### config.mk
export PLATFORM = sky130hd
export DESIGN_NAME = sqrt_prenorm_pipelined
export DESIGN_NICKNAME = d
export VERILOG_FILES = /design/src/rtl/sqrt_prenorm_pipelined_pkg.sv /design/src/rtl/sqrt_prenorm_pipelined_lzc_pair.sv /design/src/rtl/sqrt_prenorm_pipelined.sv
export SDC_FILE = /design/constraint.sdc
export NUM_CORES = 1
export LEC_CHECK = 0
export BUFFER_PORTS_ARGS = -buffer_cell sky130_fd_sc_hd__buf_2
export CAP_MARGIN = 20
export CORE_ASPECT_RATIO = 0.75
export CORE_UTILIZATION = 45
export CTS_CLUSTER_DIAMETER = 120
export DETAILED_ROUTE_END_ITERATION = 12
export HOLD_SLACK_MARGIN = 0.02
export PLACE_DENSITY_LB_ADDON = 0.15
export SYNTH_ARGS = -nofsm -noshare
export SYNTH_HDL_FRONTEND = slang
export SYNTH_SLANG_ARGS = --single-unit
### constraint.sdc
create_clock -name clk -period 2.37 [get_ports clk]
set_clock_uncertainty 0.05 [all_clocks]
set_input_delay 0.474 -clock clk [delete_from_list [all_inputs] [get_ports clk]]
set_output_delay 0.474 -clock clk [all_outputs]
set_load 0.02 [all_outputs]
### src/rtl/sqrt_prenorm_pipelined_pkg.sv
// Shared sizing constants for the square-root pre-normalizer and its
// neighbours (sqrt_pipelined core, lzc_pair).
package sqrt_prenorm_pipelined_pkg;

  localparam int DEF_BITS       = 32;
  localparam int DEF_CORE_LAT   = 31;
  localparam int DEF_SHIFT_W    = $clog2(DEF_BITS);
  localparam int PRENORM_STAGES = 3;
  // The core samples x_norm one edge after stage 3 updates it.
  localparam int CORE_SAMPLE    = 1;

  function automatic int sb_depth(input int core_lat);
    return core_lat + CORE_SAMPLE;
  endfunction

  function automatic int inflight_max(input int core_lat);
    return PRENORM_STAGES + CORE_SAMPLE + core_lat;
  endfunction

  function automatic int inflight_w(input int core_lat);
    int w;
    w = $clog2(inflight_max(core_lat) + 1);
    return (w < 6) ? 6 : w;
  endfunction

  localparam int DEF_SB_DEPTH     = DEF_CORE_LAT + CORE_SAMPLE;
  localparam int DEF_INFLIGHT_MAX = PRENORM_STAGES + CORE_SAMPLE + DEF_CORE_LAT;

endpackage

### src/rtl/sqrt_prenorm_pipelined_lzc_pair.sv
// Combinational leading-zero counter returning lz (0..BITS) and the
// even-shift pair count k = floor(lz/2).
module lzc_pair
  import sqrt_prenorm_pipelined_pkg::*;
#(
  parameter int BITS = DEF_BITS
) (
  input  logic [BITS-1:0]           data,
  output logic [$clog2(BITS+1)-1:0] lz,
  output logic [$clog2(BITS)-1:0]   k
);

  localparam int LZW = $clog2(BITS + 1);
  localparam int SW  = $clog2(BITS);

  logic found;

  always_comb begin
    lz    = LZW'(BITS);
    found = 1'b0;
    for (int i = BITS - 1; i >= 0; i--) begin
      if (!found && data[i]) begin
        lz    = LZW'(BITS - 1 - i);
        found = 1'b1;
      end
    end
    k = SW'(lz >> 1);
  end

endmodule

### src/rtl/sqrt_prenorm_pipelined.sv
// Three-stage operand normalizer in front of sqrt_pipelined, plus the
// {k, zero, valid} sideband delay line and in-flight token counter.
module sqrt_prenorm_pipelined
  import sqrt_prenorm_pipelined_pkg::*;
#(
  parameter int BITS     = DEF_BITS,
  parameter int CORE_LAT = DEF_CORE_LAT
) (
  input  logic                    clk,
  input  logic                    rst,
  input  logic [BITS-1:0]         x_in,
  input  logic                    x_vld,
  output logic [BITS-1:0]         x_norm,
  output logic                    norm_vld,
  output logic [$clog2(BITS)-1:0] sb_shift,
  output logic                    sb_zero,
  output logic                    sb_vld,
  output logic                    busy
);

  localparam int SW       = $clog2(BITS);
  localparam int LZW      = $clog2(BITS + 1);
  localparam int SB_DEPTH = sb_depth(CORE_LAT);
  localparam int CNT_W    = inflight_w(CORE_LAT);
  localparam int CNT_MAX  = inflight_max(CORE_LAT);

  // Stage 1: raw capture, data is never gated by valid.
  logic [BITS-1:0] s1_data_reg;
  logic            s1_vld_reg;

  always_ff @(posedge clk) begin
    if (rst) begin
      s1_data_reg <= '0;
      s1_vld_reg  <= 1'b0;
    end else begin
      s1_data_reg <= x_in;
      s1_vld_reg  <= x_vld;
    end
  end

  // Stage 2: leading-zero count and even shift pairing.
  logic [LZW-1:0]  lz;
  logic [SW-1:0]   lz_k;
  logic [BITS-1:0] s2_data_reg;
  logic [SW-1:0]   s2_k_reg;
  logic            s2_zero_reg;
  logic            s2_vld_reg;

  lzc_pair #(
    .BITS(BITS)
  ) u_lzc (
    .data(s1_data_reg),
    .lz  (lz),
    .k   (lz_k)
  );

  always_ff @(posedge clk) begin
    if (rst) begin
      s2_data_reg <= '0;
      s2_k_reg    <= '0;
      s2_zero_reg <= 1'b0;
      s2_vld_reg  <= 1'b0;
    end else begin
      s2_data_reg <= s1_data_reg;
      s2_k_reg    <= lz_k;
      s2_zero_reg <= (lz == LZW'(BITS));
      s2_vld_reg  <= s1_vld_reg;
    end
  end

  // Stage 3: shift by an even amount so the square root stays exact in k.
  logic [BITS-1:0] x_norm_next;
  logic [BITS-1:0] x_norm_reg;
  logic [SW-1:0]   s3_k_reg;
  logic            s3_zero_reg;
  logic            norm_vld_reg;

  always_comb begin
    x_norm_next = s2_data_reg << {s2_k_reg, 1'b0};
    if (s2_zero_reg) begin
      x_norm_next = '0;
    end
  end

  always_ff @(posedge clk) begin
    if (rst) begin
      x_norm_reg   <= '0;
      s3_k_reg     <= '0;
      s3_zero_reg  <= 1'b0;
      norm_vld_reg <= 1'b0;
    end else begin
      x_norm_reg   <= x_norm_next;
      s3_k_reg     <= s2_zero_reg ? '0 : s2_k_reg;
      s3_zero_reg  <= s2_zero_reg;
      norm_vld_reg <= s2_vld_reg;
    end
  end

  // Sideband line: element 0 mirrors the core's sampling edge, the last
  // element lines up with osqrt.
  logic [SW-1:0] sb_k_reg    [SB_DEPTH];
  logic          sb_zero_reg [SB_DEPTH];
  logic          sb_vld_reg  [SB_DEPTH];

  always_ff @(posedge clk) begin
    if (rst) begin
      for (int i = 0; i < SB_DEPTH; i++) begin
        sb_k_reg[i]    <= '0;
        sb_zero_reg[i] <= 1'b0;
        sb_vld_reg[i]  <= 1'b0;
      end
    end else begin
      sb_k_reg[0]    <= s3_k_reg;
      sb_zero_reg[0] <= s3_zero_reg;
      sb_vld_reg[0]  <= norm_vld_reg;
      for (int i = 1; i < SB_DEPTH; i++) begin
        sb_k_reg[i]    <= sb_k_reg[i-1];
        sb_zero_reg[i] <= sb_zero_reg[i-1];
        sb_vld_reg[i]  <= sb_vld_reg[i-1];
      end
    end
  end

  // A token stays counted until the cycle its sb_vld is presented.
  logic [CNT_W-1:0] inflight_reg;
  logic [CNT_W-1:0] inflight_next;

  always_comb begin
    inflight_next = inflight_reg;
    if (x_vld && !sb_vld) begin
      inflight_next = inflight_reg + CNT_W'(1);
    end else if (sb_vld && !x_vld) begin
      inflight_next = inflight_reg - CNT_W'(1);
    end
  end

  always_ff @(posedge clk) begin
    if (rst) begin
      inflight_reg <= '0;
    end else begin
      inflight_reg <= inflight_next;
    end
  end

  assert property (@(posedge clk) disable iff (rst)
    !(x_vld && !sb_vld && (inflight_reg == CNT_W'(CNT_MAX))));

  assert property (@(posedge clk) disable iff (rst)
    !(sb_vld && !x_vld && (inflight_reg == '0)));

  assign x_norm   = x_norm_reg;
  assign norm_vld = norm_vld_reg;
  assign sb_shift = sb_k_reg[SB_DEPTH-1];
  assign sb_zero  = sb_zero_reg[SB_DEPTH-1];
  assign sb_vld   = sb_vld_reg[SB_DEPTH-1];
  assign busy     = (inflight_reg != '0);

endmodule

==> summary.txt, run 1 <==
via count: 5928
power per standard cell area: 920.8 mW/mm²
worst slew pin tran: 737.0 ps
asr flop ratio synth: 0%
worst vdd ir: 530.3 µV
fillcell total: 2028
RD Place Congestion: 0.8461
gr ovfl total: 0
Top Ports: 76
DR vias/cell: 4.560
Clock transition at path regs: 60 ps
maxcap violations: 0
EDFF count, synth: 0
Final min period: 2041 ps
Tcrit/Tclk final: 86.11%
CTS max path bufs: 3
Avg Cell Area, Syn: 11.48 µm²
Design Area, Final: 0.01214 mm²
CP cell instances: nor4_1 > nand2_1 > buf_2
Worst-Skew Late Latency: 540 ps
commonest non-fill, non-tap cells in the layout: dfxtp_1, nor2b_1, buf_2
status: finished, final reports clean
Pins Over Slew Limit: 0
drt total wl: 16.96 mm
Synth Net Count: 962
starting density of the core: 45.97%
Fin Setup TNS: 0 ps
routed length per instance: 13.05 µm
htree depth: 1
Post-DRT Antenna Nets: 0
ys flop type: dfxtp_1
port bufs: 75
Post-CTS Setup Bufs: 0
Remaining DRCs: 0
ant diodes: 0
post-synthesis sequential area ratio: 64.56%
buffers and inverters on the worst path: 1
Final setup viols: 0
crit path DAT: 1520 ps
crit start category: register
drt first pass iters: 4
Root Buffer: clkbuf_16
Max stage delay on crit path: 370 ps
share of layout cells above drive strength 1: 14.60%
P&R area growth vs syn: 14.81%
vias in the first global route: 5457
slowest library cell on the worst path: nor4_1
dpl hpwl: 10.67 mm
fmax: 0.4900 GHz
Worst Setup Path Type: reg -> out
Die Ht: 134.8 µm
die width: 179 µm
GRT Resource Usage Total: 14.38%
Core ar.: 0.02300 mm²
Synth Register Bits: 341
CTS sink cnt: 341
antenna violations before repair: 0
DP Area: 0.01118 mm²
setup repair after global routing missed its margin: no
total CTS buffers: 31
library cells used by synthesis: 45
die area: 0.02412 mm²
Top Family by Delay on Critical Path: simple AND/OR/NAND/NOR gates
CTS tree: done
commonest non-fill, non-tap cell in the layout: dfxtp_1
cts hold-fix bufs: 0
P_leak: 4.915 nW
Worst Path Required: 1850 ps
Post-Syn Area: 0.01057 mm²
worst hold path class: in -> reg
NumNets Final: 1022
CP endpoint kind: output pin
first-pass GRT wire length: 27.63 mm
Slew HR: 50.17%
num rows: 48
post-cts sizing count: 0
Hold Fails Final Rpt: 0
Syn Inst Count: 921
Max Fanout on Critical Path: 3
largest net degree at the start of global routing: 144
max FFs per register: 160
Synth Warn #: 0
Initial DRC Count: 427
[path summary, 6_finish.rpt]
kind                                     start                      endpoint  slack [ps]  cells past startpoint
setup / recovery  inflight_reg[2]$_SDFFE_PP0P_                          busy         330                      3
hold / removal                         x_in[7]     s1_data_reg[7]$_SDFF_PP0_          90                      2
setup reg to reg  sb_vld_reg[1][15]$_SDFF_PP0_  inflight_reg[5]$_SDFFE_PP0P_         370                      9
hold reg to reg     sb_k_reg[1][52]$_SDFF_PP0_    sb_k_reg[1][57]$_SDFF_PP0_         380                      1
[area by class of cell]
class                      count  area, µm²  share of cell area (%)
clock inverter                 8      78.83                  0.6493
clock buffer                  44      884.6                   7.286
tap                          300      375.4                   3.092
sequential                   341       6827                   56.23
multi-input combinational    521       3488                   28.73
inverter                       5      18.77                  0.1546
timing repair buffer          81      467.9                   3.854
[routing by layer]
| metal | part of all wire, % | track usage [%] |
|---|---|---|
| met1 | 57 | 24.11 |
| met2 | 34 | 17.52 |
| met5 | 0 | 0 |
| met3 | 7.4 | 3.266 |
| met4 | 1.9 | 4.049 |
[logic make-up (layout without fill, tap and decap cells)]
| group | Yosys count | count (layout) | share of synthesized area [%] |
|---|---|---|---|
| buffers and inverters | 59 | 138 | 2.449 |
| adder cells (fa/ha/maj) | 6 | 6 | 0.7810 |
| AO/OA/AOI/OAI | 71 | 71 | 4.118 |
| AND/OR/NAND/NOR | 393 | 393 | 22.22 |
| flip-flops | 341 | 341 | 64.56 |
| XOR/XNOR | 4 | 4 | 0.3314 |
| multiplexers | 47 | 47 | 5.538 |
[power by group]
group / total, W / internal, W / leakage, nW / switching (W)
clock: 0.00468 / 0.00269 / 0.478 / 0.00199
combinational: 0.000595 / 0.000240 / 1.67 / 0.000355
sequential: 0.00591 / 0.00584 / 2.77 / 0.0000708
[cell usage after synthesis (2+ instances only)]
cell      count  area [µm²]
o21ai_0      10       50.05
nor4_2        2       25.02
mux2i_1      36       360.4
inv_2         2       7.510
a31oi_1       2       12.51
mux4_2        9       202.7
nor2_1       31       116.4
nor3_1        7       35.03
nand2_1      23       86.33
inv_1         3       11.26
and3_1        4       25.02
o22ai_1      17       106.4
o21ai_1       3       15.01
a211oi_1      8       60.06
a21oi_1      19       95.09
ha_1          5       62.56
xor2_1        2       17.52
o21a_1        2       15.01
buf_4         7       52.55
a21o_1        2       15.01
buf_2         9       45.04
nor2b_1     298        1864
dfxtp_1     341        6827
clkbuf_1     37       138.9
xnor2_1       2       17.52
or3_1         2       12.51
a22oi_1       4       30.03
and2_1        3       18.77
nand2b_1      2       12.51
nand4_1       2       12.51
or3_4         2       22.52
mux2_2        2       22.52
nor4_1        9       56.30
nand3_1       2       10.01
o211a_1       2       20.02
[stage by stage]
stage	util, %	hold slack (ps)	cells	worst slack, ps	power, W
6_report	52.78	85.58	1300	329.3	0.01118
5_1_grt	52.78	76.81	1300	161.5	0.01166
4_1_cts	52.78	59.58	1300	275.8	0.01134
3_5_place_dp	48.59	370.4	1248	121.7	0.006628
3_3_place_gp	48.59	365.6	1248	156.1	0.006627
2_1_floorplan	-	363.8	921	325.6	0.006449
Power figures use the tool's default switching activity.
==> run 2, diff against run 1 <==
--- a/config.mk
+++ b/config.mk
@@ -7,7 +7,6 @@
 export LEC_CHECK = 0
 export BUFFER_PORTS_ARGS = -buffer_cell sky130_fd_sc_hd__buf_2
 export CAP_MARGIN = 20
-export CORE_ASPECT_RATIO = 0.75
 export CORE_UTILIZATION = 45
 export CTS_CLUSTER_DIAMETER = 120
 export DETAILED_ROUTE_END_ITERATION = 12
==> run 2 against run 1 <==
Compared with the run above:
- sequential share of layout area decreased by 1.1 points
- highest routed layer unchanged
- maximum frequency down 0.58%
- combinational power decreased by 1%
==> summary.txt, run 2 (synthesized netlist as in run 1, its figures left out) <==
status: finished, final reports clean
post-cts sizing count: 0
worst slew pin tran: 701.8 ps
DR vias/cell: 4.477
Initial DRC Count: 301
die area: 0.02412 mm²
Die Ht: 155.3 µm
share of layout cells above drive strength 1: 15.37%
Post-CTS Setup Bufs: 0
P_int: 0.009332 W
RD Place Congestion: 0.8342
port bufs: 75
P&R area growth vs syn: 17.03%
fmax: 0.4872 GHz
Root Buffer: clkbuf_16
Hold Path Depth: 2
power per standard cell area: 956.8 mW/mm²
Clock transition at path regs: 60 ps
routed length per instance: 12.38 µm
Worst Path Required: 2700 ps
area of the multi-input gates: 0.003488 mm²
GRT Resource Usage Total: 14.10%
ant diodes: 0
CTS max path bufs: 3
starting density of the core: 46.28%
commonest non-fill, non-tap cell in the layout: dfxtp_1
gr ovfl total: 0
Max Fanout on Critical Path: 5
dpl hpwl: 10.18 mm
drt first pass iters: 4
Tcrit/Tclk final: 86.61%
Logic pwr share: 5.0%
maxcap violations: 0
CTS tree: done
vias in the first global route: 5594
sw frac: 21.18%
fillcell total: 2051
cts hold-fix bufs: 0
worst hold path class: in -> reg
total CTS buffers: 35
antenna violations before repair: 0
commonest non-fill, non-tap cells in the layout: dfxtp_1, nor2b_1, buf_2
Min-Delay Endpoint: s1_data_reg[3]$_SDFF_PP0_
num rows: 55
Design Area, Final: 0.01237 mm²
worst vdd ir: 553.6 µV
Fin Setup TNS: 0 ps
die width: 155.3 µm
r2r startpoint: sb_vld_reg[1][15]$_SDFF_PP0_
max FFs per register: 160
Final min period: 2053 ps
Pins Over Slew Limit: 0
sequential share of power: 49.9%
CP endpoint kind: register
register area: 0.006827 mm²
Remaining DRCs: 0
Worst Setup Path Type: reg -> reg
Psw: 0.002508 W
Worst-Skew Late Latency: 500 ps
setup repair after global routing missed its margin: no
largest net degree at the start of global routing: 178
r2r setup slk: 320 ps
drt total wl: 16.44 mm
first-pass GRT wire length: 27.54 mm
Core ar.: 0.02285 mm²
cells on worst reg2reg path: 9
clock power share: 45.1%
CTS sink cnt: 341
r2r endpoint: inflight_reg[5]$_SDFFE_PP0P_
Hold Fails Final Rpt: 0
Slew HR: 53.21%
crit start category: register
Min Hold Slack: 123.3 ps
NumNets Final: 1030
via count: 5946
Post-DRT Antenna Nets: 0
hold_sp: x_in[3]
Final setup viols: 0
DP Area: 0.01122 mm²
htree depth: 2
P_leak: 5.020 nW
crit path DAT: 2380 ps
Top Ports: 76
## run 2: changes by cell type in the layout (fill, tap and decap cells not counted), sizes merged
cell / previous run / this run
inv: 7 / 6
buf: 81 / 85
clkbuf: 44 / 55
bufinv: 1 / 2
## run 2: metrics by stage
stage / total power [W] / util, % / cells / setup WS [ps]
3_3_place_gp: 0.006624 / 49.12 / 1265 / 125.0
5_1_grt: 0.01236 / 54.16 / 1328 / 144.8
2_1_floorplan: 0.006449 / - / 921 / 325.6
3_5_place_dp: 0.006625 / 49.12 / 1265 / 74.74
6_report: 0.01184 / 54.16 / 1328 / 317.4
4_1_cts: 0.01201 / 54.16 / 1328 / 319.3
## run 2: cell type report
class	instances	share of cell area, %
Sequential cell	341	55.17
Clock buffer	55	8.423
Multi-Input combinational cell	521	28.19
Timing Repair Buffer	85	4.024
Clock inverter	8	0.8797
Tap cell	313	3.165
Inverter	5	0.1517
## run 2: worst max-delay path by stage
| stage | from | end | depth (start not counted) | slack (ps) |
|---|---|---|---|---|
| finish | sb_vld_reg[1][15]$_SDFF_PP0_ | inflight_reg[5]$_SDFFE_PP0P_ | 9 | 320 |
| global route | sb_vld_reg[1][15]$_SDFF_PP0_ | inflight_reg[5]$_SDFFE_PP0P_ | 9 | 140 |
| CTS | sb_vld_reg[1][15]$_SDFF_PP0_ | inflight_reg[5]$_SDFFE_PP0P_ | 9 | 320 |
| detailed placement | x_vld | inflight_reg[5]$_SDFFE_PP0P_ | 9 | 70 |
| global placement | x_vld | inflight_reg[5]$_SDFFE_PP0P_ | 9 | 120 |
| floorplan | x_vld | inflight_reg[5]$_SDFFE_PP0P_ | 8 | 330 |
## run 2: worst max-delay path, cell delays in order (launching register included)
cell,delay [ps]
dfxtp_1,320
inv_1,40
ha_1,180
inv_1,160
ha_1,280
a211oi_1,420
or3_1,180
nand4_1,100
xnor2_1,150
nor2_1,50
## run 2: power groups by stage
stage	combinational, W	sequential [W]	clock, W
after floorplan	0.000404	0.00605	0
after global placement	0.000590	0.00603	0
after detailed placement	0.000590	0.00603	0
after CTS	0.000593	0.00591	0.00551
after global routing	0.000651	0.00591	0.00579
final	0.000589	0.00591	0.00534
## run 2: per-layer routing
metal	track usage, %	part of all wire (%)	vias up
li1	-	-	3125
met1	19.20	50	2655
met2	21.47	43	127
met3	3.621	4.7	39
met4	5.462	2.3	0
met5	0	0	-
==> run 3, diff against run 2 <==
--- a/config.mk
+++ b/config.mk
@@ -7,7 +7,7 @@
 export LEC_CHECK = 0
 export BUFFER_PORTS_ARGS = -buffer_cell sky130_fd_sc_hd__buf_2
 export CAP_MARGIN = 20
-export CORE_UTILIZATION = 45
+export CORE_UTILIZATION = 58
 export CTS_CLUSTER_DIAMETER = 120
 export DETAILED_ROUTE_END_ITERATION = 12
 export HOLD_SLACK_MARGIN = 0.02
==> run 3 against run 2 <==
Compared with the run above:
- flip-flop and latch count did not move
- final cell count fell by 6.9%
- maximum frequency fell by 3.6%
- largest power group unchanged
==> summary.txt, run 3 (synthesized netlist as in run 1, its figures left out) <==
routed length per instance: 12.71 µm
Root Buffer: clkbuf_16
via count: 5893
r2r startpoint: sb_vld_reg[1][15]$_SDFF_PP0_
Core ar.: 0.01790 mm²
Fin Setup TNS: 0 ps
crit path DAT: 2490 ps
htree depth: 1
cts hold-fix bufs: 0
drt first pass iters: 4
commonest non-fill, non-tap cell in the layout: dfxtp_1
fillcell total: 1369
commonest non-fill, non-tap cells in the layout: dfxtp_1, nor2b_1, buf_2
hold_sp: x_in[16]
fmax: 0.4698 GHz
dpl hpwl: 9.941 mm
register area: 0.006827 mm²
port bufs: 75
Psw: 0.002400 W
Design Area, Final: 0.01211 mm²
max FFs per register: 160
CTS max path bufs: 3
P&R area growth vs syn: 14.55%
drt total wl: 15.72 mm
Max Fanout on Critical Path: 6
maxcap violations: 0
Hold Path Depth: 2
first-pass GRT wire length: 26.44 mm
Remaining DRCs: 0
CP endpoint kind: register
die area: 0.01877 mm²
worst hold path class: in -> reg
Initial DRC Count: 355
post-cts sizing count: 0
r2r setup slk: 240 ps
ant diodes: 0
Hold Fails Final Rpt: 0
Logic pwr share: 5.2%
vias in the first global route: 5516
status: finished, final reports clean
Slew HR: 51.79%
r2r endpoint: inflight_reg[5]$_SDFFE_PP0P_
CTS sink cnt: 341
DP Area: 0.01110 mm²
Clock transition at path regs: 60 ps
Min-Delay Endpoint: s1_data_reg[16]$_SDFF_PP0_
CTS tree: done
total CTS buffers: 31
antenna violations before repair: 0
sw frac: 21.29%
DR vias/cell: 4.764
crit start category: register
final non-filler cell total: 1237
Post-CTS Setup Bufs: 0
Worst-Skew Late Latency: 540 ps
RD Place Congestion: 0.8622
NumNets Final: 1026
num rows: 49
starting density of the core: 59.06%
Top Ports: 76
Die Ht: 137.0 µm
setup repair after global routing missed its margin: no
sequential share of power: 52.4%
Final min period: 2129 ps
Post-DRT Antenna Nets: 0
Tcrit/Tclk final: 89.81%
P_int: 0.008873 W
die width: 137.0 µm
largest net degree at the start of global routing: 173
cells on worst reg2reg path: 9
P_leak: 4.958 nW
worst slew pin tran: 723.2 ps
Worst Path Required: 2730 ps
area of the multi-input gates: 0.003488 mm²
gr ovfl total: 0
worst vdd ir: 722.6 µV
GRT Resource Usage Total: 17.38%
Pins Over Slew Limit: 0
share of layout cells above drive strength 1: 15.67%
Worst Setup Path Type: reg -> reg
clock power share: 42.4%
Final setup viols: 0
power per standard cell area: 930.7 mW/mm²
placed cells: 1181
==> run 3: cell types whose count changed in the layout (fill, tap and decap cells not counted), sizes merged <==
cell      delta
clkinv       +6
buf          -1
clkbuf      -14
clkinvlp     +2
==> run 3: metal layers <==
layer | vias up | GRT usage (%) | part of all wire (%)
li1 | 3099 | - | -
met4 | 0 | 5.617 | 2.2
met5 | - | 0 | 0
met1 | 2663 | 24.10 | 50
met2 | 103 | 27.64 | 45
met3 | 28 | 2.852 | 3.4
==> run 3: power by group through the flow <==
stage	registers (W)	logic, W	clock network [W]
floorplan	0.00605	0.000404	0
global placement	0.00603	0.000583	0
detailed placement	0.00603	0.000587	0
CTS	0.00590	0.000588	0.00491
global route	0.00591	0.000652	0.00515
finish	0.00590	0.000586	0.00478
==> run 3: metrics by stage <==
step	hold slack (ps)	util, %	setup slack, ps	power, W
2_1_floorplan	363.8	-	325.6	0.006449
3_3_place_gp	366.0	62.03	109.4	0.006614
3_5_place_dp	370.4	62.03	39.91	0.006619
4_1_cts	68.67	67.66	279.8	0.01140
5_1_grt	78.77	67.66	79.38	0.01172
6_report	88.69	67.66	241.4	0.01127
==> run 3: worst max-delay path by stage <==
stage | slack (ps) | cells after the start | end | startpoint
floorplan | 330 | 8 | inflight_reg[5]$_SDFFE_PP0P_ | x_vld
global placement | 110 | 9 | inflight_reg[5]$_SDFFE_PP0P_ | x_vld
detailed placement | 40 | 9 | inflight_reg[5]$_SDFFE_PP0P_ | x_vld
CTS | 280 | 9 | inflight_reg[5]$_SDFFE_PP0P_ | sb_vld_reg[1][15]$_SDFF_PP0_
global route | 80 | 9 | inflight_reg[5]$_SDFFE_PP0P_ | sb_vld_reg[1][15]$_SDFF_PP0_
finish | 240 | 9 | inflight_reg[5]$_SDFFE_PP0P_ | sb_vld_reg[1][15]$_SDFF_PP0_
==> run 3: worst max-delay path, stage by stage (launching register included) <==
cell and delay [ps]:
dfxtp_1 310, inv_1 50, ha_1 240, inv_1 150
ha_1 370, o21ai_0 170, or3_1 380, nand4_1 110
xnor2_1 120, nor2_1 50
==> run 3: cell type report <==
type	instances	share of cell area, %
Clock buffer	40	7.179
Clock inverter	16	1.147
Inverter	5	0.1549
Multi-Input combinational cell	521	28.80
Sequential cell	341	56.36
Tap cell	229	2.365
Timing Repair Buffer	85	3.998
